[src/rtl/arith_pkg.sv]
// Shared arithmetic definitions: FSM state encoding, default operand width
// and the bit-counter sizing helper used by the serial arithmetic blocks.
package arith_pkg;

    typedef enum logic [1:0] {
        IDLE = 2'd0,
        RUN  = 2'd1,
        DONE = 2'd2
    } state_e;

    localparam int unsigned DEFAULT_WIDTH = 8;

    // Counter width for a WIDTH-step sequence, never narrower than one bit.
    function automatic int unsigned cnt_width(input int unsigned w);
        return (w > 1) ? $clog2(w) : 1;
    endfunction

endpackage

[src/rtl/serial_fa_cell.sv]
// Combinational 1-bit full adder; the only arithmetic cell of the serial adder.
module serial_fa_cell (
    input  logic x,
    input  logic y,
    input  logic ci,
    output logic s,
    output logic co
);

    assign s  = x ^ y ^ ci;
    assign co = (x & y) | (x & ci) | (y & ci);

endmodule

[src/rtl/serial_adder.sv]
// Bit-serial WIDTH-bit adder with start/busy/done handshake.
// Optional subtract mode and signed-overflow flag under `SERIAL_ADDER_SUB_EN.
module serial_adder
    import arith_pkg::*;
#(
    parameter int unsigned WIDTH = DEFAULT_WIDTH
) (
    input  logic             clk,
    input  logic             rst_n,
    input  logic             start,
    input  logic [WIDTH-1:0] a,
    input  logic [WIDTH-1:0] b,
    input  logic             cin,
`ifdef SERIAL_ADDER_SUB_EN
    input  logic             sub,
`endif
    output logic             busy,
    output logic             done,
    output logic [WIDTH-1:0] sum,
`ifdef SERIAL_ADDER_SUB_EN
    output logic             ovf,
`endif
    output logic             cout
);

    localparam int unsigned CW = cnt_width(WIDTH);

    state_e           state_q, state_d;
    logic [WIDTH-1:0] a_q, a_d;
    logic [WIDTH-1:0] b_q, b_d;
    logic [WIDTH-1:0] sum_q, sum_d;
    logic [CW-1:0]    cnt_q, cnt_d;
    logic             carry_q, carry_d;
    logic             cout_q, cout_d;
    logic             busy_q, busy_d;
    logic             done_q, done_d;
    logic             accept;
    logic             fa_s, fa_co;
`ifdef SERIAL_ADDER_SUB_EN
    logic             ovf_q, ovf_d;
`endif

    serial_fa_cell u_fa (
        .x  (a_q[0]),
        .y  (b_q[0]),
        .ci (carry_q),
        .s  (fa_s),
        .co (fa_co)
    );

    // Next-state, datapath and output decode.
    always_comb begin
        state_d = state_q;
        a_d     = a_q;
        b_d     = b_q;
        sum_d   = sum_q;
        cnt_d   = cnt_q;
        carry_d = carry_q;
        cout_d  = cout_q;
        accept  = 1'b0;
`ifdef SERIAL_ADDER_SUB_EN
        ovf_d   = ovf_q;
`endif

        unique case (state_q)
            IDLE: begin
                if (start) accept = 1'b1;
            end
            RUN: begin
                a_d     = a_q >> 1;
                b_d     = b_q >> 1;
                carry_d = fa_co;
                sum_d   = WIDTH'({fa_s, sum_q} >> 1);
                cnt_d   = cnt_q + CW'(1);
                if (cnt_q == CW'(WIDTH - 1)) begin
                    state_d = DONE;
                    cout_d  = fa_co;
`ifdef SERIAL_ADDER_SUB_EN
                    // carry into the MSB is carry_q on the final bit
                    ovf_d   = carry_q ^ fa_co;
`endif
                end
            end
            DONE: begin
                if (start) accept = 1'b1;
                else       state_d = IDLE;
            end
            default: state_d = IDLE;
        endcase

        if (accept) begin
            state_d = RUN;
            a_d     = a;
            cnt_d   = '0;
`ifdef SERIAL_ADDER_SUB_EN
            b_d     = sub ? ~b : b;
            carry_d = sub ? 1'b1 : cin;
`else
            b_d     = b;
            carry_d = cin;
`endif
        end

        busy_d = (state_d == RUN);
        done_d = (state_d == DONE);
    end

    always_ff @(posedge clk or negedge rst_n) begin
        if (!rst_n) begin
            state_q <= IDLE;
            a_q     <= '0;
            b_q     <= '0;
            sum_q   <= '0;
            cnt_q   <= '0;
            carry_q <= 1'b0;
            cout_q  <= 1'b0;
            busy_q  <= 1'b0;
            done_q  <= 1'b0;
        end else begin
            state_q <= state_d;
            a_q     <= a_d;
            b_q     <= b_d;
            sum_q   <= sum_d;
            cnt_q   <= cnt_d;
            carry_q <= carry_d;
            cout_q  <= cout_d;
            busy_q  <= busy_d;
            done_q  <= done_d;
        end
    end

`ifdef SERIAL_ADDER_SUB_EN
    always_ff @(posedge clk or negedge rst_n) begin
        if (!rst_n) ovf_q <= 1'b0;
        else        ovf_q <= ovf_d;
    end

    assign ovf = ovf_q;
`endif

    assign busy = busy_q;
    assign done = done_q;
    assign sum  = sum_q;
    assign cout = cout_q;

endmodule

[config.mk]
export PLATFORM = sky130hd
export DESIGN_NAME = serial_adder
export DESIGN_NICKNAME = d
export VERILOG_FILES = /design/src/rtl/arith_pkg.sv /design/src/rtl/serial_fa_cell.sv /design/src/rtl/serial_adder.sv
export SDC_FILE = /design/constraint.sdc
export NUM_CORES = 1
export LEC_CHECK = 0
export BUFFER_PORTS_ARGS = -buffer_cell sky130_fd_sc_hd__buf_2
export CORE_UTILIZATION = 59
export DETAILED_ROUTE_END_ITERATION = 12
export GPL_TIMING_DRIVEN = 0
export PLACE_DENSITY = 0.87
export SYNTH_ARGS = -nofsm -noshare
export SYNTH_HDL_FRONTEND = slang
export SYNTH_SLANG_ARGS = --single-unit
export TNS_END_PERCENT = 30
[constraint.sdc]
create_clock -name clk -period 3.85 [get_ports clk]
set_input_delay 0.5775 -clock clk [delete_from_list [all_inputs] [get_ports clk]]
set_output_delay 0.5775 -clock clk [all_outputs]
set_load 0.05 [all_outputs]
---- Word-level counts from Yosys, hierarchy flattened ----
Cells that the tools add are included.
storage, ports and cells
  output and inout bits ................... 11
  word-level logic and storage cells ...... 40
  register bits after elaboration ......... 33
  input port bits ......................... 20
cells by class
  reductions and logical operators ........ 4
  bitwise gates (word level) .............. 7
  add/subtract/negate cells ............... 1
  equal/unequal tests ..................... 5
  muxes and demuxes ....................... 14
operator list
  kind                                                             count
  8-bit 2-to-1 mux                                                 4
  2-bit 2-to-1 mux                                                 3
  3-bit 2-to-1 mux                                                 2
  2-bit case mux with 3 select lines                               1
  2-bit by 1-bit == test with 1-bit output, second input constant  2
  2-bit == test, second input constant                             2
  1-bit 2-to-1 mux                                                 4
  3-bit by 1-bit adder with 3-bit output, second input constant    1
  1-bit bitwise AND                                                3
  3-bit == test, second input constant                             1
  2-bit logical NOT                                                1
  1-bit OR                                                         2
  2-bit AND reduction                                              1
  2-bit nonzero test                                               1
  2-bit OR reduction                                               1
  1-bit bitwise XOR                                                2

---- Depth between registers and ports, before layout ----
Gate-level depths: netlist (run 1).
  depth after elaboration ................. 5
  mapped depth ............................ 4
  depth with buffers taken out ............ 4

---- By module ----
A second synthesis (run 1) with hierarchy kept.
second synthesis, totals
  cell total of the unflattened synthesis .. 117
  area total of the unflattened synthesis .. 1641.6 um^2
modules (own cells, without submodules)
  module          seq. area each (um^2)  area an instance (um^2)  cells an instance  instances
  serial_adder    825.8                  1621.6                   116                1
  serial_fa_cell  0.0                    20.0                     1                  1

---- Worst setup path after synthesis (run 1) ----
OpenSTA, ideal clock, no wires.
  kind .................................... register -> register
  start ................................... register cnt_q[0]
  end ..................................... register cnt_q[2]
  required time ........................... 3.729 ns
  buffers on the path ..................... 0
  setup time .............................. 0.121 ns
  stages on the path, launching flop included .. 5
  arrival ................................. 1.312 ns
  period minus slack after synthesis ...... 1.433 ns
  setup slack ............................. 2.417 ns
  cells stage by stage .................... dfrtp_1 -> ha_1 -> ha_1 -> mux2_1 -> a22o_1
on the way
  cells in the longest elaborated chain, start to end .. 3
RTL lines
  what                                    RTL line             source
  start, declared                         serial_adder.sv:32   logic [CW-1:0] cnt_q, cnt_d;
  start signal, assigned                  serial_adder.sv:124  cnt_q <= cnt_d;
  3-bit by 1-bit adder with 3-bit output  serial_adder.sv:74   cnt_d = cnt_q + CW'(1);
  3-bit 2-to-1 mux                        serial_adder.sv:65   unique case (state_q)
  3-bit 2-to-1 mux                        serial_adder.sv:91   if (accept) begin
No other way between the ends. The select of a mux whose other input is x is not followed.
A chain may end at the register's enable or synchronous reset.

---- Worst setup path after layout (run 1) ----
  start ................................... register sum_q[3], in the netlist sum[3]
  end ..................................... output sum[3]
RTL lines
  what                    RTL line             source
  start, declared         serial_adder.sv:31   logic [WIDTH-1:0] sum_q, sum_d;
  start signal, assigned  serial_adder.sv:123  sum_q <= sum_d;
  end, declared           serial_adder.sv:19   output logic [WIDTH-1:0] sum,
No word-level cell between the ends.

==> metrics.yaml, run 1 <==
status: "finished clean"
setup_viol: 0
min_period_over_period_pct: 40.7
p_sw_w: 0.000640
met2_wirelength_mm: 1.38
diodes: 0
die_w_um: 55.8
cts_setup_buffers: 0
dr.max_layer_used: "met4"
synth_largest_area_cell: "dfrtp_1"
max_freq_mhz: 638
ys_types: 20
die-area_um2: 3110
path_class: "flop to primary output"
cp.required_ps: 3270
period_needed_ps: 1570
share_comb_of_total_power_pct: 49.4
path_clk_slew_ps: 90
cts_tree: "built"
cp_num_buf_inv: 1
drive_gt1_share_pct: 37.8
slowest_delay_ps: 390
reg2regPathDepth: 4
cts.htree.levels: 2
grt_pass1_wl_mm: 4.98
grt_max_degree: 34
peakVddDrop_v: 0.000772
clock_latency_ps: 330
rsz0062_at_grt: "false"
wirelength_mm: 2.86
cts-hold-fix-buffers: 0
core-area_um2: 2760
initial_core_util_pct: 61.8
num_rows: 19
drt-wirelength-per-cell_um: 15.3
power.density_nw_per_um2: 812
worst_pin_slew_ps: 708
sw_frac_of_total_pct: 40.4
first_pass_iters: 4
critPathTopFamily: "flip-flops"
hold_class: "input pin to asynchronous set/reset pin"
area_delta_synth_final_pct: 14.3
yosysWarnings: 0
postSynthAreaPerCell_um2: 14.3
cp.arrival_ps: 990
antenna_found_initial: 0
portBuffers: 30
vias: 1056
gr-usage-all-layers_pct: 21.3
start_kind: "flop"
worst-path-max-fanout: 3
tns_ps: 0
met1_length_mm: 1.29
ys_top_cells_by_area: "dfrtp_1 48%, mux2i_1 28%, mux2_4 7.9%"
ios: 31
clockBufferDepth: 2
path_cells: "buf_2"
slowest_stage: "dfrtp_1"
ys_seq_area_share_pct: 48.4
synth_seq_cells: 33
pwr-share-clk_pct: 12.5
place_congestion: 0.756
place_hpwl_mm: 2.07
via_per_inst: 5.65
dr_wl_met3_um: 154
clock-root-buffer: "clkbuf_4"
syn_area_um2: 1710
p_int_w: 0.000944
path_depth: 1
grt_pass1_vias: 1121
end_kind: "primary output"
seq_power_share_pct: 38.1
final_max_slew_viol_count: 0
fin_nets: 179
drc: 0
slew_headroom_pct: 52.8
drt_iter0_markers: 8
clock_skew_ps: 7.90
maxCapViolCount: 0
fp.dieH_um: 55.8
cts_resized: 0
p_leak_nw: 1.01
cts.sinks: 33
hold_violations: 0
syn-num-nets: 142
synth_top_area_share_pct: 48.4
cts_inserted_buffers: 5
finalPower_w: 0.00158
syn-instance-count: 119
grt-ovfl-total: 0
postRouteAntennaNets: 0
[cells in the final DEF (no fill, tap or decap), drive strengths merged, types with 2 or more instances in the layout]
| master | count |
|---|---|
| a22o | 2 |
| and3b | 2 |
| buf | 39 |
| clkbuf | 7 |
| dfrtp | 33 |
| ha | 2 |
| mux2 | 13 |
| mux2i | 47 |
| nand3 | 2 |
| nor2 | 2 |
| o21ai | 2 |
[final cells by class]
type | count | area [um^2]
repair buffers | 30 | 150
fillers | 213 | 808
plain buffers | 9 | 80.1
multi-input cells | 77 | 800
well taps | 31 | 38.8
flip-flops and latches | 33 | 826
clock buffers | 7 | 55.1
[worst register-to-register path, delay by kind of cell (launching register included)]
family / cells / cell delay, ps
AO/OA/AOI/OAI: 1 / 230
adder cells (fa/ha/maj): 2 / 470
flip-flops: 1 / 420
multiplexers: 1 / 290
[cell families after synthesis]
logic type	after synthesis	share of synthesized area, %
AO/OA/AOI/OAI	5	2.05
XOR/XNOR	1	0.514
adder cells (fa/ha/maj)	3	2.64
buffers and inverters	9	4.70
flip-flops	33	48.4
multiplexers	60	38.2
AND/OR/NAND/NOR	8	3.52
[per-stage QoR]
step                area (um^2)  hold slack (ps)  instances  setup slack (ps)  util (%)
floorplan                  1710              282        119              2420         -
global placement           1890              490        180              2390      68.7
detailed placement         1890              492        180              2350      68.7
CTS                        1950              313        187              2270      70.7
global route               1950              313        187              2220      70.7
finish                     1950              279        187              2280      70.7
[power groups by stage]
stage,logic (W),clock network [W],registers (W)
2_1_floorplan,0.000458,0,0.000776
5_1_grt,0.000845,0.000217,0.000621
4_1_cts,0.000793,0.000198,0.000605
3_5_place_dp,0.000789,0,0.000611
3_3_place_gp,0.000759,0,0.000599
6_report,0.000783,0.000197,0.000603
[state kept, by name, summed over array words and instances (netlist names)]
signal,flops
busy,1
b_q,8
cnt_q,3
carry_q,1
a_q,8
sum,8
cout,1
state_q,2
done,1
[metal layers]
metal / GRT usage, % / vias up
met3: 8.37 / 6
met2: 36.5 / 27
li1: - / 504
met1: 24.1 / 519
met5: 0 / -
met4: 7.14 / 0
[synthesized netlist by cell type]
library cell / count
nor2_1: 2
xnor2_1: 1
nand2b_4: 1
and3b_4: 1
o21ai_0: 2
ha_1: 2
buf_4: 4
a21o_1: 1
dfrtp_1: 33
and3b_1: 1
nor3b_1: 1
mux2_2: 3
fa_1: 1
mux2_1: 1
mux2_4: 9
buf_2: 1
buf_6: 4
a22o_1: 2
mux2i_1: 47
nand3_1: 2
[final timing paths]
path	end	slack (ps)	startpoint
setup / recovery	sum[3]	2280	sum[3]$_DFFE_PN0N_
min in group clk	cout$_DFFE_PN0P_	510	cout$_DFFE_PN0P_
setup reg to reg	cnt_q[2]$_DFFE_PN0P_	2340	cnt_q[0]$_DFFE_PN0P_
hold / removal	sum[0]$_DFFE_PN0N_	280	rst_n
hold reg to reg	cout$_DFFE_PN0P_	510	cout$_DFFE_PN0P_
max in group asynchronous	carry_q$_DFFE_PN0P_	3110	rst_n
No activity file was read; power rests on OpenSTA's default activity.
==> run 2, diff against run 1 <==
--- a/config.mk
+++ b/config.mk
@@ -6,10 +6,10 @@
 export NUM_CORES = 1
 export LEC_CHECK = 0
 export BUFFER_PORTS_ARGS = -buffer_cell sky130_fd_sc_hd__buf_2
-export CORE_UTILIZATION = 59
+export CORE_UTILIZATION = 55
 export DETAILED_ROUTE_END_ITERATION = 12
 export GPL_TIMING_DRIVEN = 0
-export PLACE_DENSITY = 0.87
+export PLACE_DENSITY = 0.82
 export SYNTH_ARGS = -nofsm -noshare
 export SYNTH_HDL_FRONTEND = slang
 export SYNTH_SLANG_ARGS = --single-unit
==> constraint.sdc (replaced) <==
create_clock -name clk -period 1.56 [get_ports clk]
set_input_delay 0.234 -clock clk [delete_from_list [all_inputs] [get_ports clk]]
set_output_delay 0.234 -clock clk [all_outputs]
set_load 0.05 [all_outputs]
==> run 2 against run 1 <==
  * The flow now finishes with violations (DRC)
  * Die area up 7.0%
  * Combinational power is 150% higher
  * Final area is 3.0% higher
  * Via count decreased by 1.0%
  * Final cell count is 1.1% higher
  * Clock skew increased by 6.1 ps
  * First-iteration DRC count grew to 7.4 times the previous value
  * Clock-buffer cell count down 2
  * Largest cell class unchanged
  * Largest power group unchanged
==> metrics.yaml, run 2 (same netlist as run 1, synthesis figures left out) <==
place_ws_ps: 69.1  # -2280 ps
grt-ovfl-total: 0  # unchanged
r2r_start: "cnt_q[0]$_DFFE_PN0P_"
cts.sinks: 33  # unchanged
cp.arrival_ps: 1750  # +760 ps
num_rows: 19  # unchanged
clock-root-buffer: "clkbuf_4"
min_period_over_period_pct: 96.6
power.density_nw_per_um2: 2110  # +160%
place_hpwl_mm: 2.23  # +7.9%
cp-endpoint: "cnt_q[2]$_DFFE_PN0P_"
p_leak_nw: 1.04  # +2.8%
clock_latency_ps: 340  # about the same
setup_viol: 0  # unchanged
dpl.cell_count: 180  # unchanged
path_clk_slew_ps: 110  # +20 ps
grt_max_degree: 34  # unchanged
cts_setup_buffers: 0  # unchanged
cts-hold-fix-buffers: 1  # +1
wirelength_mm: 3.04  # +6.3%
mostFrequentLayoutCell: "mux2i_1"
placed_area_um2: 1890  # unchanged
startpoint: "cnt_q[0]$_DFFE_PN0P_"
first_pass_iters: 8  # +4
cts_inserted_buffers: 5  # unchanged
fin_ws_ps: 52.6  # -2230 ps
clock_skew_ps: 14.0  # +6.13 ps
core-area_um2: 2850  # +3.4%
peakVddDrop_v: 0.000921  # +19%
fin_nets: 180  # +0.56%
postRouteAntennaNets: 0  # unchanged
r2r_setup_slack_ps: 50  # -2290 ps
hold_class: "input pin to flop"
max_freq_mhz: 663
portBuffers: 30  # unchanged
reg2regPathDepth: 4  # unchanged
final_max_slew_viol_count: 0  # unchanged
period_needed_ps: 1510
die-area_um2: 3330  # +7.0%
grt_pass1_vias: 1143  # +2.0%
place_congestion: 0.698  # -7.7%
antenna_found_initial: 0  # unchanged
path_class: "flop to flop"
drc: 3  # +3
via_per_inst: 5.53  # -2.1%
fin_cells: 189  # +1.1%
area_delta_synth_final_pct: 17.7
worst-path-max-fanout: 3  # unchanged
end_kind: "flop"
slew_headroom_pct: 52.0  # -0.83 points
violations: "DRC"
start_kind: "flop"
initial_core_util_pct: 59.8  # -2.1 points
grt_pass1_wl_mm: 5.31  # +6.7%
gr-usage-all-layers_pct: 21.8  # +0.54 points
cts.htree.levels: 2  # unchanged
clockBufferDepth: 2  # unchanged
drive_gt1_share_pct: 38.6  # +0.79 points
r2r_end: "cnt_q[2]$_DFFE_PN0P_"
maxCapViolCount: 0  # unchanged
drt-wirelength-per-cell_um: 16.1  # +5.2%
cp.required_ps: 1800  # -1470 ps
worst_pin_slew_ps: 720  # +12.5 ps
final.fill_count: 217  # +1.9%
ios: 31  # unchanged
fp.dieH_um: 57.7  # +3.4%
final_cell_mix: "47 x mux2i_1, 33 x dfrtp_1, 31 x buf_2, 9 x mux2_4, 5 x clkbuf_4"
diodes: 0  # unchanged
die_w_um: 57.7  # +3.4%
drt_iter0_markers: 59  # +51
cts_tree: "built"
rsz0062_at_grt: "false"
status: "complete, but fails checks"
design_area_um2: 2010  # +3.0%
cts_resized: 0  # unchanged
vias: 1045  # -1.0%
finalPower_w: 0.00424  # +170%
hold_violations: 0  # unchanged
tns_ps: 0  # unchanged
[run 2: changes by cell type in the layout (fill, tap and decap cells not counted)]
cell           delta
clkbuf_1          -1
dlygate4sd3_1     +1
bufinv_16         +2
clkbuf_8          -1
clkinv_2          +1
[run 2: final cells by class]
class	count	area [um^2]	share of cell area (%)
flip-flops and latches	33	826	41.1
multi-input cells	77	800	39.8
repair buffers	31	160	7.98
plain buffers	9	80.1	3.99
clock inverters	3	65.1	3.24
well taps	31	38.8	1.93
clock buffers	5	37.5	1.87
[run 2: per-layer routing]
layer	part of all wire (%)	vias up	global-route usage, %
met1	42	507	25.9
met2	51	28	38.0
li1	-	502	-
met5	0	-	0
met4	1.9	0	9.18
met3	4.2	8	5.13
[run 2: how the worst min path moves through the flow]
stage                     start                  to  cells after the start
after floorplan           rst_n  a_q[0]$_DFFE_PN0P_                      0
after global placement    rst_n      done$_DFF_PN0_                      1
after detailed placement  rst_n      done$_DFF_PN0_                      1
after CTS                  b[5]  b_q[5]$_DFFE_PN0P_                      3
after global routing       a[4]  a_q[4]$_DFFE_PN0P_                      3
final                      a[4]  a_q[4]$_DFFE_PN0P_                      3
[run 2: where the power goes]
| part | internal [W] | leakage [nW] | switching (W) | total, W |
|---|---|---|---|---|
| Clock | 0.000496 | 0.0552 | 0.000301 | 0.000797 |
| Sequential | 0.00121 | 0.415 | 0.000281 | 0.00150 |
| Combinational | 0.000903 | 0.570 | 0.00104 | 0.00195 |
[run 2: critical path, stage by stage, from the launching register on]
cell,delay (ps)
dfrtp_1,420
ha_1,210
ha_1,270
mux2_1,280
a22o_1,230
[run 2: metrics by stage]
stage,hold slack [ps],util (%)
2_1_floorplan,-61.6,-
3_3_place_gp,320,66.4
3_5_place_dp,329,66.4
4_1_cts,173,70.4
5_1_grt,179,70.4
6_report,171,70.4
==> run 3, diff against run 2 <==
--- a/config.mk
+++ b/config.mk
@@ -6,10 +6,10 @@
 export NUM_CORES = 1
 export LEC_CHECK = 0
 export BUFFER_PORTS_ARGS = -buffer_cell sky130_fd_sc_hd__buf_2
-export CORE_UTILIZATION = 55
+export CORE_UTILIZATION = 40
 export DETAILED_ROUTE_END_ITERATION = 12
 export GPL_TIMING_DRIVEN = 0
-export PLACE_DENSITY = 0.82
+export PLACE_DENSITY = 0.64
 export SYNTH_ARGS = -nofsm -noshare
 export SYNTH_HDL_FRONTEND = slang
 export SYNTH_SLANG_ARGS = --single-unit
==> run 3 against run 2 <==
  * The run now ends clean
  * Global-route usage shrank 6.5 points
  * Clock skew fell by 5.3 ps
  * Critical path type unchanged
  * Critical endpoint unchanged
  * Register-to-register slack gained 30 ps
  * Clock-buffer cell count increased by 2
  * Routed wire length is 1.0% lower
  * Largest cell class unchanged
  * Clock power grew 2.5%
  * Worst hold slack worse by 170 ps
  * Non-clock buffer count shrank 1
==> metrics.yaml, run 3 (same netlist as run 1, synthesis figures left out) <==
status: "finished clean"
mostFrequentLayoutCell: "mux2i_1"
place_hpwl_mm: 2.20  # -1.5%
reg2regPathDepth: 4  # unchanged
first_pass_iters: 4  # -4
final_util_pct: 50.1  # -20 points
cp_num_buf_inv: 0  # unchanged
cp.required_ps: 1740  # -60 ps
startpoint: "cnt_q[0]$_DFFE_PN0P_"
tns_ps: 0  # unchanged
critPathTopFamily: "adder cells"
drive_gt1_share_pct: 38.2  # -0.39 points
r2r_end: "cnt_q[2]$_DFFE_PN0P_"
max_freq_mhz: 678  # +2.2%
met2_wirelength_mm: 1.47  # -5.9%
slowest_stage: "dfrtp_1"
dr_wl_met3_um: 148  # +17%
grt-ovfl-total: 0  # unchanged
core-area_um2: 4060  # +42%
path_class: "flop to flop"
met1_length_mm: 1.34  # +3.7%
cts.sinks: 33  # unchanged
hold_violations: 0  # unchanged
initial_core_util_pct: 42.0  # -18 points
place_ws_ps: 75.6  # +6.50 ps
clockBufferDepth: 2  # unchanged
die_w_um: 67.3  # +17%
path_depth: 4  # unchanged
period_needed_ps: 1480  # -31.9 ps
grt_pass1_vias: 1117  # -2.3%
cpMostUsedCell: "ha_1"
fin_ws_ps: 84.5  # +31.9 ps
final_cell_mix: "47 x mux2i_1, 33 x dfrtp_1, 31 x buf_2, 9 x mux2_4, 6 x clkbuf_8"
drc: 0  # -3
cts_tree: "built"
portBuffers: 30  # unchanged
hold_class: "input pin to asynchronous set/reset pin"
slowest_delay_ps: 400  # -20 ps
p_leak_nw: 1.04  # about the same
path_clk_slew_ps: 70  # -40 ps
cts_resized: 0  # unchanged
placed_area_um2: 1920  # +1.3%
start_kind: "flop"
path_cells: "ha_1 -> ha_1 -> mux2_1 -> a22o_1"
cp-endpoint: "cnt_q[2]$_DFFE_PN0P_"
dr.max_layer_used: "met4"
hold_slack_ps: 1.82  # -169 ps
power.density_nw_per_um2: 2080  # -1.5%
worst_pin_slew_ps: 721  # +1.13 ps
cp.arrival_ps: 1650  # -100 ps
peakVddDrop_v: 0.000899  # -2.3%
fp.dieH_um: 67.3  # +17%
cts_setup_buffers: 0  # unchanged
clock_latency_ps: 280  # -60 ps
setup_viol: 0  # unchanged
place_congestion: 0.670  # -4.0%
diodes: 0  # unchanged
area_delta_synth_final_pct: 19.3
fin_nets: 179  # -0.56%
cts_inserted_buffers: 5  # unchanged
grt_max_degree: 34  # unchanged
vias: 1055  # +0.96%
die-area_um2: 4530  # +36%
gr-usage-all-layers_pct: 15.3  # -6.5 points
antenna_found_initial: 0  # unchanged
worst-path-max-fanout: 3  # unchanged
r2r_setup_slack_ps: 80  # +30 ps
end_kind: "flop"
clock-root-buffer: "clkbuf_8"
ios: 31  # unchanged
drt_iter0_markers: 38  # -36%
cts.htree.levels: 2  # unchanged
drt-wirelength-per-cell_um: 14.6  # -9.6%
final_max_slew_viol_count: 0  # unchanged
design_area_um2: 2030  # +1.4%
r2r_start: "cnt_q[0]$_DFFE_PN0P_"
clock_skew_ps: 8.72  # -5.30 ps
wirelength_mm: 3.01  # -1.0%
grt_pass1_wl_mm: 4.94  # -7.0%
min_period_over_period_pct: 94.6  # -2.0 points
maxCapViolCount: 0  # unchanged
cts-hold-fix-buffers: 0  # -1
rsz0062_at_grt: "false"
slew_headroom_pct: 51.9  # -0.075 points
num_rows: 23  # +4
postRouteAntennaNets: 0  # unchanged
via_per_inst: 5.10  # -7.8%
## run 3: changes by cell type in the layout (fill, tap and decap cells not counted), sizes merged
cell,change
dlygate4sd3,-1
clkbuf,+2
clkinv,-1
bufinv,-1
## run 3: worst min path at each step
stage               startpoint            endpoint  slack, ps  cells past startpoint
floorplan                rst_n  a_q[0]$_DFFE_PN0P_        -60                      0
global placement         rst_n      busy$_DFF_PN0_        330                      1
detailed placement       rst_n      busy$_DFF_PN0_        340                      1
CTS                      rst_n      busy$_DFF_PN0_         30                      1
global route             rst_n  sum[6]$_DFFE_PN0N_         70                      1
finish                   rst_n      busy$_DFF_PN0_          2                      1
## run 3: area by class of cell
cell class              count  area (um^2)
fillers                   353         2020
clock inverters             1         30.0
clock buffers               7         86.3
flip-flops and latches     33          826
plain buffers               9         80.1
repair buffers             30          150
well taps                  50         62.6
multi-input cells          77          800
## run 3: per-stage QoR
| step | power, W | instances |
|---|---|---|
| finish | 0.00423 | 207 |
| global route | 0.00451 | 207 |
| CTS | 0.00430 | 207 |
| detailed placement | 0.00346 | 199 |
| global placement | 0.00337 | 199 |
| floorplan | 0.00305 | 119 |
## run 3: layer usage
metal / vias to the layer above / GRT usage [%]
met5: - / 0
met4: 0 / 7.18
met3: 5 / 4.56
met2: 26 / 26.1
met1: 521 / 17.3
li1: 503 / -
## run 3: power breakdown
part / internal, W / switching (W) / leakage, nW
sequential: 0.00122 / 0.000271 / 0.415
combinational: 0.000901 / 0.00103 / 0.566
clock: 0.000520 / 0.000296 / 0.0585
total: 0.00264 / 0.00159 / 1.04
